===== src/rtl/mem_arb_pkg.sv =====
// Shared encodings for the instruction/data memory arbiter.
package mem_arb_pkg;

    // Bus FSM: IDLE arbitrates, ACCESS drives the memory, DONE pulses the ack.
    typedef enum logic [1:0] {
        IDLE   = 2'd0,
        ACCESS = 2'd1,
        DONE   = 2'd2
    } state_t;

    // Which requester owns the current access.
    typedef enum logic {
        OWN_IF = 1'b0,
        OWN_D  = 1'b1
    } owner_t;

endpackage


===== src/rtl/mem_arb_select.sv =====
// Priority decision between fetch and data requesters, with the anti-starvation
// streak counter that forces a fetch grant after MAX_STREAK data grants.
module mem_arb_select
    import mem_arb_pkg::*;
#(
    parameter int MAX_STREAK = 4
) (
    input  logic   clk,
    input  logic   rst,
    input  logic   idle_i,
    input  logic   if_req_i,
    input  logic   d_req_i,
    output logic   grant_o,
    output owner_t owner_o
);

    localparam logic [3:0] STREAK_MAX = 4'(MAX_STREAK);

    logic [3:0] streak_q;
    logic [3:0] streak_d;

    // Data wins by default; a waiting fetch wins once the streak limit is hit.
    always_comb begin
        grant_o  = idle_i && (if_req_i || d_req_i);
        owner_o  = (if_req_i && (!d_req_i || streak_q == STREAK_MAX)) ? OWN_IF : OWN_D;
        streak_d = streak_q;
        if (grant_o) begin
            if (owner_o == OWN_IF) begin
                streak_d = '0;
            end else if (if_req_i) begin
                streak_d = (streak_q >= STREAK_MAX) ? STREAK_MAX : streak_q + 4'd1;
            end else begin
                streak_d = '0;
            end
        end
    end

    // Streak register, cleared by reset.
    always_ff @(posedge clk) begin
        if (!rst) begin
            streak_q <= '0;
        end else begin
            streak_q <= streak_d;
        end
    end

endmodule


===== src/rtl/mem_arbiter.sv =====
// Two-requester (fetch/data) arbiter for a single-port word memory with a
// fixed access time. One access at a time: IDLE -> ACCESS x WAIT_CYCLES -> DONE.
module mem_arbiter
    import mem_arb_pkg::*;
#(
    parameter int ADDR_W      = 20,
    parameter int WAIT_CYCLES = 2,
    parameter int MAX_STREAK  = 4
) (
    input  logic              clk,
    input  logic              rst,
    input  logic              if_req,
    input  logic [31:0]       if_addr,
    output logic [31:0]       if_data,
    output logic              if_ack,
    input  logic              d_req,
    input  logic              d_we,
    input  logic [31:0]       d_addr,
    input  logic [31:0]       d_wdata,
    output logic [31:0]       d_rdata,
    output logic              d_ack,
    output logic [ADDR_W-1:0] mem_addr,
    output logic [31:0]       mem_wdata,
    input  logic [31:0]       mem_rdata,
    output logic              mem_ce,
    output logic              mem_oe,
    output logic              mem_we
);

    localparam logic [3:0] WAIT_LAST = 4'(WAIT_CYCLES - 1);

    state_t            state_q;
    logic [3:0]        wait_q;
    owner_t            owner_q;
    logic [ADDR_W-1:0] addr_q;
    logic [31:0]       wdata_q;
    logic [31:0]       rdata_q;
    logic              ce_q;
    logic              oe_q;
    logic              we_q;
    logic              if_ack_q;
    logic              d_ack_q;

    logic              grant;
    owner_t            grant_owner;
    logic              unused_addr_bits;

    // Byte-lane bits and bits above the memory's reach are intentionally dropped.
    assign unused_addr_bits = ^{if_addr, d_addr};

    mem_arb_select #(
        .MAX_STREAK (MAX_STREAK)
    ) u_sel (
        .clk      (clk),
        .rst      (rst),
        .idle_i   (state_q == IDLE),
        .if_req_i (if_req),
        .d_req_i  (d_req),
        .grant_o  (grant),
        .owner_o  (grant_owner)
    );

    // Bus FSM with registered memory strobes, latched request and read-data capture.
    always_ff @(posedge clk) begin
        if (!rst) begin
            state_q  <= IDLE;
            wait_q   <= '0;
            owner_q  <= OWN_IF;
            addr_q   <= '0;
            wdata_q  <= '0;
            rdata_q  <= '0;
            ce_q     <= 1'b0;
            oe_q     <= 1'b0;
            we_q     <= 1'b0;
            if_ack_q <= 1'b0;
            d_ack_q  <= 1'b0;
        end else begin
            case (state_q)
                IDLE: begin
                    if (grant) begin
                        state_q <= ACCESS;
                        wait_q  <= '0;
                        owner_q <= grant_owner;
                        ce_q    <= 1'b1;
                        if (grant_owner == OWN_IF) begin
                            addr_q <= if_addr[ADDR_W+1:2];
                            oe_q   <= 1'b1;
                            we_q   <= 1'b0;
                        end else begin
                            addr_q  <= d_addr[ADDR_W+1:2];
                            wdata_q <= d_wdata;
                            oe_q    <= !d_we;
                            we_q    <= d_we;
                        end
                    end
                end
                ACCESS: begin
                    if (wait_q == WAIT_LAST) begin
                        state_q  <= DONE;
                        ce_q     <= 1'b0;
                        oe_q     <= 1'b0;
                        we_q     <= 1'b0;
                        if_ack_q <= (owner_q == OWN_IF);
                        d_ack_q  <= (owner_q == OWN_D);
                        if (oe_q) begin
                            rdata_q <= mem_rdata;
                        end
                    end else begin
                        wait_q <= wait_q + 4'd1;
                    end
                end
                DONE: begin
                    state_q  <= IDLE;
                    if_ack_q <= 1'b0;
                    d_ack_q  <= 1'b0;
                end
                default: begin
                    state_q <= IDLE;
                end
            endcase
        end
    end

    assign mem_addr  = addr_q;
    assign mem_wdata = wdata_q;
    assign mem_ce    = ce_q;
    assign mem_oe    = oe_q;
    assign mem_we    = we_q;
    assign if_ack    = if_ack_q;
    assign d_ack     = d_ack_q;
    assign if_data   = rdata_q;
    assign d_rdata   = rdata_q;

endmodule


===== config.mk =====
export PLATFORM = sky130hd
export DESIGN_NAME = mem_arbiter
export DESIGN_NICKNAME = d
export VERILOG_FILES = /design/src/rtl/mem_arb_pkg.sv /design/src/rtl/mem_arb_select.sv /design/src/rtl/mem_arbiter.sv
export SDC_FILE = /design/constraint.sdc
export NUM_CORES = 1
export LEC_CHECK = 0
export CAP_MARGIN = 20
export CORE_ASPECT_RATIO = 0.6
export CORE_MARGIN = 2
export CORE_UTILIZATION = 34
export DETAILED_ROUTE_END_ITERATION = 8
export PLACE_DENSITY_LB_ADDON = 0.15
export REMOVE_ABC_BUFFERS = 1
export SLEW_MARGIN = 20
export SYNTH_ARGS = -nofsm -noshare
export SYNTH_HDL_FRONTEND = slang
export SYNTH_SLANG_ARGS = --single-unit

===== constraint.sdc =====
create_clock -name clk -period 1.5 [get_ports clk]
set_input_delay 0.375 -clock clk [delete_from_list [all_inputs] [get_ports clk]]
set_output_delay 0.375 -clock clk [all_outputs]
set_load 0.05 [all_outputs]

==> out/results.ini <==
[route]
ant_nets=0
drt-wirelength-per-cell_um=16.9
drcViolationCount=0
via_per_inst=4.79
num_vias=4281
firstDrtPassIters=4
drt_iter0_drc=142
wl_mm=15.1

[floorplanning]
fp.dieH_um=89.9
core_area_um2=12000
die_area_um2=13200
die_w_um=147
io_pins=254
num_rows=31
initial_core_util_pct=34.8

[critical_path]
startpoint_type=flop
endpoint_kind=flop
crit_required_ns=1.76
arrival_ns=1.87
critPathKind=flop to flop
cp_max_fo=6

[layout]
syn_to_final_growth_pct=113
layout-drive-gt1-share_pct=46.1
final_nets=861
diodes=0
final_common_cell=buf_12
final_cell_mix=buf_12, clkdlybuf4s50_1, dfxtp_1

[yosys]
synth_simple_gate_area_share_pct=20.0
syn_inst=508
synthXorXnorAreaFrac_pct=0.628
synth_seq_area_share_pct=47.8
ys_types=40
synth_mux_area_share_pct=0.747
synthArstFlopShare_pct=0
synth_area_um2=4190
ys_ff_latch=100
synth_fa_ha_area_share_pct=1.20
synth-edff-count=0
synth_ff_type=dfxtp_1
synth_compound_area_share_pct=19.0
synth_top_family_by_area=simple AND/OR/NAND/NOR gates
syn_area_per_cell_um2=8.24
yosys_warnings=0

[outcome]
status=finished, violations left
failed_checks=negative setup slack

[timing]
tightest_slew_ns=0.354
finalSetupViolCount=39
period_needed_ns=1.61
slew_headroom_pct=76.4
finalHoldViolCount=0
tns_ns=-1.50
fin_crit_sh_pct=107
rsz0062_at_grt=true
worst_slack_ns=-0.109
clock_skew_ns=0.00673
drv_slew=0
max_freq_ghz=0.621
whs_ns=0.490

[clock_network]
htreeDepth=3
cts.clk_slew.worst_paths_ns=0.07
cts_buffers=9
clock_tree.root_cell=clkbuf_16
holdBufCountCts=0
cts_sinks=100
cts_tree=built
cts_max_path_buffers=2
clock_latency_ns=0.34

[power_and_ir_drop]
p_leak_nw=3.44
ir_worst_vdd_mv=0.873
comb_power_share_pct=28.9
clockPowerShare_pct=30.6
internal-power_w=0.00508
swShare_pct=30.6
seqPwrFrac_pct=40.5
p_per_area_nw_per_um2=819
switchingPower_w=0.00224

[global_routing]
grt_max_degree=40
grt_pass1_vias=4428
grt_usage_pct=21.1
grt_pass1_wl_mm=22.5
grt_antenna_before_repair=0
grt_overflow=0

[placement]
place_hpwl_mm=9.97
place.gp.congestion=0.789
io_buffers=229

[flow_run]
cap_violations=0

[worst_hold_path]
hold_class=flop to flop

kinds of logic (layout without fill, tap and decap cells):
family / count (synthesis) / after routing
flip-flops: 100 / 100
buffers and inverters: 70 / 291
multiplexers: 3 / 3
AO/OA/AOI/OAI: 134 / 134
adder cells (fa/ha/maj): 4 / 4
XOR/XNOR: 3 / 3
AND/OR/NAND/NOR: 194 / 194
registers in the layout, summed over array words and instances, names as in the netlist:
name            cells
mem_we              1
d_rdata            32
state_q             2
if_ack              1
d_ack               1
mem_ce              1
owner_q             1
mem_addr           20
mem_wdata          32
wait_q              4
mem_oe              1
u_sel.streak_q      4
cell type report:
cell class,instances,area (um2)
well taps,165,206
fillers,795,3090
repair buffers,269,4060
clock buffers,12,256
clock inverters,4,32.5
inverters,6,22.5
flip-flops and latches,100,2010
multi-input cells,338,2350
cell usage after synthesis (4+ instances only):
master | n | area [um2]
nand2_1 | 143 | 537
dfxtp_1 | 100 | 2000
a21oi_1 | 80 | 400
buf_4 | 33 | 248
a21oi_2 | 30 | 263
o21ai_0 | 20 | 100
buf_2 | 15 | 75.1
nor2_1 | 14 | 52.6
clkbuf_1 | 10 | 37.5
nand2_2 | 10 | 62.6
inv_1 | 5 | 18.8
ha_1 | 4 | 50.1
nand3_1 | 4 | 20.0
final timing paths:
path                            slack, ns           end  depth (start not counted)              start
worst max-delay path                -0.11  mem_addr[12]                          8  u_sel.streak_q[0]
worst max register to register      -0.11  mem_addr[12]                          8  u_sel.streak_q[0]
worst min-delay path                 0.49  mem_wdata[8]                          2       mem_wdata[8]
worst min register to register       0.49  mem_wdata[8]                          2       mem_wdata[8]
routing by layer:
metal  track usage, %  vias to the layer above  wire length (um)
met5                0                        -                 0
li1                 -                     2070                 -
met1             25.8                     2043              6180
met4             5.85                        0               180
met2             35.2                      153              7430
met3             7.72                       15              1300
critical path, cell delays in order (launching register included):
cell and delay (ns):
dfxtp_2 0.34, inv_2 0.05, ha_4 0.15, and4b_1 0.23, buf_6 0.13, nor2_4 0.22
buf_6 0.18, nand2_1 0.08, a21oi_1 0.15
power groups by stage:
stage / clock network [W] / logic (W) / registers, W
after CTS: 0.00228 / 0.00196 / 0.00296
after global placement: 0 / 0.00185 / 0.00301
after floorplan: 0 / 0.000343 / 0.00340
final: 0.00224 / 0.00212 / 0.00296
after detailed placement: 0 / 0.00187 / 0.00301
after global routing: 0.00241 / 0.00221 / 0.00297
through the flow:
stage / util (%) / instances / total power (W) / setup slack, ns / instance area, um2
after CTS: 68.9 / 887 / 0.00720 / -0.0115 / 8290
after floorplan: - / 444 / 0.00374 / -0.436 / 3760
after global routing: 74.3 / 894 / 0.00760 / -0.149 / 8930
after detailed placement: 64.4 / 863 / 0.00489 / -0.396 / 7750
after global placement: 64.4 / 863 / 0.00485 / -0.340 / 7750
final: 74.3 / 894 / 0.00731 / -0.109 / 8930
repair_timing:
action / CTS / global route
resized for setup: 45 / 138
pin swaps: 20 / 60
hold endpoints to repair: 0 / 0
setup buffers: 4 / 1
cloned: 4 / 6
setup endpoints to repair: 54 / 58
No activity file was read; power rests on OpenSTA's default activity.
